File: src/rtl/cenn_baw_scanout.sv
// Scan-out sequencer: drains NUM_PE settled CeNN outputs, binarizes them against a per-frame
// threshold and streams 8-bit pixels over valid/ready. Define CENN_GRAY_OUT_EN for grayscale output.
module cenn_baw_scanout #(
    parameter int WIDTH_FIXED = 15,
    parameter int WIDTH_BAW   = 8,
    parameter int NUM_PE      = 10,
    parameter int SEL_W       = $clog2(NUM_PE)
) (
    input  logic                   clk,
    input  logic                   rst,
    input  logic                   start,
    input  logic                   press_DOWN,
    input  logic                   press_UP,
    output logic [SEL_W-1:0]       pe_sel,
    input  logic [WIDTH_FIXED-1:0] pe_data,
    output logic                   pix_valid,
    input  logic                   pix_ready,
    output logic [WIDTH_BAW-1:0]   pix_data,
    output logic                   pix_last,
    output logic                   busy,
    output logic                   done,
    output logic [4:0]             led
);

    localparam logic [SEL_W-1:0]     LAST_IDX  = SEL_W'(NUM_PE - 1);
    localparam logic [WIDTH_BAW-1:0] PIX_WHITE = '1;
    localparam logic [4:0]           LEVEL_MID = 5'd16;

    typedef enum logic [1:0] {
        S_IDLE,
        S_FETCH,
        S_EMIT,
        S_DONE
    } state_t;

    state_t               state_q, state_d;
    logic [SEL_W-1:0]     idx_q, idx_d;
    logic [4:0]           level_q, level_d;
    logic [4:0]           led_q, led_d;
    logic                 pix_valid_q, pix_valid_d;
    logic                 pix_last_q, pix_last_d;
    logic                 done_q, done_d;
    logic [WIDTH_BAW-1:0] pix_value;

    // Threshold level: saturating up/down, simultaneous presses cancel.
    always_comb begin
        // NOTE: every combinational output gets a default first so no path can infer a latch.
        level_d = level_q;
        led_d   = level_q;
        if (press_UP && !press_DOWN && level_q != 5'd31) begin
            level_d = level_q + 5'd1;
        end else if (press_DOWN && !press_UP && level_q != 5'd0) begin
            level_d = level_q - 5'd1;
        end
    end

    always_comb begin
        state_d     = state_q;
        idx_d       = idx_q;
        pix_valid_d = pix_valid_q;
        pix_last_d  = pix_last_q;
        done_d      = 1'b0;
        case (state_q)
            S_IDLE: begin
                if (start) begin
                    idx_d   = '0;
                    state_d = S_FETCH;
                end
            end
            S_FETCH: begin
                pix_valid_d = 1'b1;
                pix_last_d  = (idx_q == LAST_IDX);
                state_d     = S_EMIT;
            end
            S_EMIT: begin
                if (pix_ready) begin
                    pix_valid_d = 1'b0;
                    pix_last_d  = 1'b0;
                    if (idx_q == LAST_IDX) begin
                        state_d = S_DONE;
                    end else begin
                        idx_d   = idx_q + SEL_W'(1);
                        state_d = S_FETCH;
                    end
                end
            end
            S_DONE: begin
                done_d  = 1'b1;
                state_d = S_IDLE;
            end
            default: state_d = S_IDLE;
        endcase
    end

    always_ff @(posedge clk) begin
        // NOTE: sequential state uses non-blocking assignments so every flop samples pre-edge values.
        if (rst) begin
            state_q     <= S_IDLE;
            idx_q       <= '0;
            level_q     <= LEVEL_MID;
            led_q       <= LEVEL_MID;
            pix_valid_q <= 1'b0;
            pix_last_q  <= 1'b0;
            done_q      <= 1'b0;
        end else begin
            state_q     <= state_d;
            idx_q       <= idx_d;
            level_q     <= level_d;
            led_q       <= led_d;
            pix_valid_q <= pix_valid_d;
            pix_last_q  <= pix_last_d;
            done_q      <= done_d;
        end
    end

`ifndef CENN_GRAY_OUT_EN
    logic signed [5:0]             level_off;
    logic signed [WIDTH_FIXED-1:0] thr_cur;
    logic signed [WIDTH_FIXED-1:0] thr_frame_q, thr_frame_d;

    // thr = (level - 16) * 32, sign-extended to the PE fixed-point width.
    assign level_off = $signed({1'b0, level_q}) - 6'sd16;
    assign thr_cur   = {{(WIDTH_FIXED - 11){level_off[5]}}, level_off, 5'b00000};

    always_comb begin
        thr_frame_d = thr_frame_q;
        if (state_q == S_IDLE && start) begin
            thr_frame_d = thr_cur;
        end
    end

    always_ff @(posedge clk) begin
        if (rst) begin
            thr_frame_q <= '0;
        end else begin
            thr_frame_q <= thr_frame_d;
        end
    end

    // CeNN convention: positive (above threshold) is black, equality stays white.
    assign pix_value = ($signed(pe_data) > thr_frame_q) ? '0 : PIX_WHITE;
`else
    localparam logic signed [WIDTH_FIXED-1:0] ONE_POS = 512;
    localparam logic signed [WIDTH_FIXED-1:0] ONE_NEG = -512;

    logic signed [WIDTH_FIXED-1:0] clamped;
    int                            gray_lvl;

    always_comb begin
        clamped = $signed(pe_data);
        if ($signed(pe_data) > ONE_POS) begin
            clamped = ONE_POS;
        end else if ($signed(pe_data) < ONE_NEG) begin
            clamped = ONE_NEG;
        end
        gray_lvl = (int'(clamped) + 512) >>> 2;
        if (gray_lvl > 255) begin
            gray_lvl = 255;
        end
        pix_value = WIDTH_BAW'(255 - gray_lvl);
    end
`endif

    // pe_data is a registered mux output held by pe_sel for all of EMIT, so the pixel is stable.
    assign pe_sel    = idx_q;
    assign pix_valid = pix_valid_q;
    assign pix_data  = pix_valid_q ? pix_value : '0;
    assign pix_last  = pix_last_q;
    assign busy      = (state_q != S_IDLE);
    assign done      = done_q;
    assign led       = led_q;

endmodule
File: config.mk
export PLATFORM = sky130hd
export DESIGN_NAME = cenn_baw_scanout
export DESIGN_NICKNAME = d
export VERILOG_FILES = /design/src/rtl/cenn_baw_scanout.sv
export SDC_FILE = /design/constraint.sdc
export NUM_CORES = 1
export LEC_CHECK = 0
export CORE_MARGIN = 1
export CORE_UTILIZATION = 50
export DETAILED_ROUTE_END_ITERATION = 10
export PLACE_DENSITY = 0.85
export SKIP_LAST_GASP = 1
export SLEW_MARGIN = 15
export SYNTH_ARGS = -nofsm -noshare
export SYNTH_HDL_FRONTEND = slang
export SYNTH_SLANG_ARGS = --single-unit
File: constraint.sdc
create_clock -name clk -period 6 [get_ports clk]
set_input_delay 0.9 -clock clk [delete_from_list [all_inputs] [get_ports clk]]
set_output_delay 0.9 -clock clk [all_outputs]
set_load 0.005 [all_outputs]
# ---- After elaboration in Yosys (flattened, before gate mapping)
# Cells that the tools add are included.
# Widths: inputs -> output; s select.
dict set report totals {
  output_inout_bits 21
  in_bits 21
  wordCells 53
  register_bits 25
}
dict set report classes {
  n_eq_ne 8
  addsub 4
  n_lt_le_gt_ge 1
  n_reduce_logical 16
  mux 16
}
# op n
set ops {}
lappend ops {{$mux 8} 2}
lappend ops {{$gt 15x11->1} 1}
lappend ops {{$mux 4} 3}
lappend ops {{$mux 5} 2}
lappend ops {{$pmux 2 s4} 1}
lappend ops {{$pmux 4 s2} 1}
lappend ops {{$reduce_bool 2->1} 4}
lappend ops {{$mux 2} 3}
lappend ops {{$ne 2x2->1 const B} 3}
lappend ops {{$sub 5x5->6 const B} 1}
lappend ops {{$add 5x1->5 const B} 1}
lappend ops {{$logic_and 1x1->1} 5}
lappend ops {{$ne 5x5->1 const B} 1}
lappend ops {{$reduce_bool 5->1} 1}
lappend ops {{$sub 5x1->5 const B} 1}
lappend ops {{$add 4x1->4 const B} 1}
lappend ops {{$eq 2x2->1 const B} 2}
lappend ops {{$eq 4x4->1 const B} 1}
lappend ops {{$pmux 1 s2} 2}
lappend ops {{$reduce_and 2->1} 2}
lappend ops {{$reduce_and 4->1} 1}
lappend ops {{$eq 2x1->1 const B} 1}
lappend ops {{$logic_not 1->1} 2}
lappend ops {{$logic_not 2->1} 1}
lappend ops {{$mux 1} 2}

# ---- Logic depth before layout (Yosys ltp)
dict set report depth {
  word_depth 5
  ltp_mapped 7
  ltp_nobuf 7
}

# ---- Worst setup path after synthesis
# No wires, ideal clock.
dict set report synth_path {
  path_type {input port to output port}
  from {in pe_data[12]}
  to {out pix_data[1]}
  stages 6
  t_required_ns 5.100
  setup_slack_ns 2.406
  t_arrival_ns 2.694
  path_buffers 1
  cell_sequence {ha_1 a21o_1 a2111oi_0 o2111ai_1 a31oi_1 buf_4}
}
dict set report synth_via {
  elab_chain_cells 3
}
# element line_no
set synth_lines {}
lappend synth_lines {{start, declared} 15} ;# input logic [WIDTH_FIXED-1:0] pe_data,
lappend synth_lines {{$gt 15x11->1} 141} ;# assign pix_value = ($signed(pe_data) > thr_frame_q) ? '0 : PIX_WHITE;
lappend synth_lines {{$mux 8} 141}
lappend synth_lines {{$mux 8} 167} ;# assign pix_data = pix_valid_q ? pix_value : '0;
lappend synth_lines {{end, declared} 18} ;# output logic [WIDTH_BAW-1:0] pix_data,
# No other way between the ends.

# ---- Worst setup path after layout
dict set report layout_path {
  from {in pe_data[12]}
  to {out pix_data[4]}
}
# The elaborated chain is that of the path after synthesis.

==> flow_summary.ini <==
[clock_tree]
cts_tree = built
cts_setup_buffers = 0
clockBufferDepth = 2
cts.clk_slew.worst_paths_ns = 0.13
cts_sinks = 24
root_buffer = clkbuf_4
clk_latency_ns = 0.31
cts_resized = 0
cts_hold_buffers = 0
h-tree-depth = 1
cts_buffers = 3

[setup_path]
path_max_fanout = 8
required_ns = 5.10
cp-end-kind = output pin
crit_arrival_ns = 3.73
setup.worst_path.start_class = primary input
crit_type = in2out

[synthesis]
synthCells = 145
ys_seq_area_share_pct = 34.88
syn_area_mm2 = 0.001378
yosysWarnings = 0
synth_nets = 182
ys_seq_elements = 24
avgSynthCellArea_um2 = 9.500
synth.distinct_cells = 40

[floorplanning]
fp-row-count = 18
coreArea_mm2 = 0.002545
die_y_um = 54.49
dieArea_mm2 = 0.002969
die_w_um = 54.49
initial_core_util_pct = 54.13
ioPinCount = 42

[grt]
track_usage_pct = 20.91
grt_pass1_vias = 1099
antenna_found_initial = 0
grt_pass1_wl_um = 4485
gr-total-overflow = 0
grt_start_max_net_pins = 16

[power]
p_seq_share_pct = 43.9
p_int_mw = 0.3181
total_leakage_power_nw = 0.7570
pwr-share-clk_pct = 26.3
power_density_mw_per_mm2 = 241.2
ir_drop_v = 0.0001813
p_sw_share_pct = 27.41
switchingPower_mw = 0.1201
combPwrFrac_pct = 29.8

[layout]
diodes = 0
drive_gt1_share_pct = 6.630
finalInstanceArea_mm2 = 0.001817
utilization_pct = 71.39
area_delta_synth_final_pct = 31.88
layout.nets = 219

[placement]
port_buffers = 41
place_congestion = 0.8176
pre_cts_slack_ns = 1.344
dp_hpwl_um = 2295
dpl_cell_area_mm2 = 0.001764

[timing]
max_freq_mhz = 216.1
rsz0062_at_grt = false
fin_crit_ns = 4.628
worst_slack_ns = 1.372
tightest_slew_ns = 0.6011
fin_crit_sh_pct = 77.14
slew_violations = 0
whs_ns = 0.4985
relSlewSlack_pct = 59.74
final_hold_viol_count = 0
fin_skew_ns = 0.003878
fin_setup_tns_ns = 0
finalSetupViolCount = 0

[route]
drt-pass1-iter-count = 4
antenna_left = 0
avgViaCountPerCell = 5.597
wire_per_inst_um = 13.58
num_vias = 1181
drc = 0
wl_um = 2866
drtIter0Drc = 19

[hold_path]
min_path_type = reg2reg

[status]
status = complete, no violations

[run]
drv_cap = 0
==> per-stage QoR <==
step | cells | power [mW]
floorplan | 145 | 0.2783
global route | 211 | 0.4632
global placement | 207 | 0.3188
detailed placement | 207 | 0.3269
finish | 211 | 0.4382
CTS | 211 | 0.4412
==> kinds of logic after synthesis <==
family          after synthesis  share of synthesized area [%]
simple gates                 39                          17.17
compound gates               37                          19.71
flops                        24                          34.88
buf+inv                      23                          8.265
fa+ha+maj                    16                          15.08
mux                           4                          3.633
xor+xnor                      2                          1.272
==> cell usage after synthesis (all sizes together) <==
library cell | n | area [um2]
dfxtp | 24 | 480.5
ha | 15 | 187.7
inv | 14 | 52.55
a21oi | 10 | 50.05
nor2b | 9 | 58.81
buf | 8 | 57.55
nor2 | 7 | 28.78
nand2 | 5 | 26.27
o21ai | 5 | 47.54
o22a | 5 | 43.79
a21o | 4 | 30.03
a31o | 3 | 26.28
a31oi | 3 | 18.77
and3 | 3 | 18.77
nand3 | 3 | 15.01
mux2 | 2 | 30.03
mux2i | 2 | 20.02
nand4 | 2 | 12.51
nand4b | 2 | 17.52
nor4 | 2 | 12.51
o21a | 2 | 15.01
or4 | 2 | 18.77
xnor2 | 2 | 17.52
a2111oi | 1 | 8.760
a21boi | 1 | 7.510
a22oi | 1 | 7.510
and4 | 1 | 8.760
clkbuf | 1 | 3.750
fa | 1 | 20.02
nand3b | 1 | 7.510
nor3 | 1 | 5.000
o2111ai | 1 | 8.760
o31ai | 1 | 7.510
or2 | 1 | 6.260
==> power groups by stage <==
stage	registers [mW]	clock network (mW)	logic, mW
2_1_floorplan	0.192	0	0.0863
3_3_place_gp	0.195	0	0.124
3_5_place_dp	0.196	0	0.131
4_1_cts	0.192	0.117	0.131
5_1_grt	0.195	0.124	0.144
6_report	0.192	0.115	0.131
==> layout by cell type (no fill, tap or decap), drive strengths merged, types with 3 or more instances in the layout <==
cell / instances
a31o: 3
dfxtp: 24
a21o: 4
ha: 15
a21oi: 10
nor2b: 9
a31oi: 3
nand2: 5
nor2: 7
o22a: 5
clkbuf: 3
clkdlybuf4s50: 41
nand3: 3
o21ai: 5
inv: 14
and3: 3
==> registers in the layout (all words and copies together) (netlist names) <==
signal and cells:
state_q 2, pix_last 1, led_d 5, led 5, thr_frame_q 5, done 1
pix_valid 1, pe_sel 4
==> worst max-delay path, cell delays in order <==
cell	delay (ns)
clkdlybuf4s50_1	0.41
ha_1	0.31
a21o_1	0.18
a2111oi_0	0.52
o2111ai_1	0.20
a31oi_1	0.56
clkdlybuf4s50_1	0.64
==> worst paths after layout <==
check,startpoint,endpoint,slack [ns],depth (start not counted)
worst max-delay path,pe_data[12],pix_data[4],1.37,7
worst min-delay path,thr_frame_q[7],thr_frame_q[7],0.50,1
worst max register to register,led_d[0],led_d[4],3.97,7
worst min register to register,thr_frame_q[7],thr_frame_q[7],0.50,1
==> final cells by class <==
class                           count  area, um2
Timing Repair Buffer               41      410.4
Fill cell                         202      728.2
Inverter                           14      52.55
Sequential cell                    24      480.5
Tap cell                           30      37.54
Multi-Input combinational cell     98      783.3
Clock buffer                        3      22.52
Clock inverter                      1      30.03
==> metal layers <==
layer / share of wire (%) / track usage (%) / wire length, um
met1: 43 / 23.30 / 1223
met2: 50 / 39.43 / 1426
met3: 7.2 / 5.000 / 206
met4: 0.35 / 4.701 / 10
met5: 0 / 0 / 0
Power figures use the tool's default switching activity.
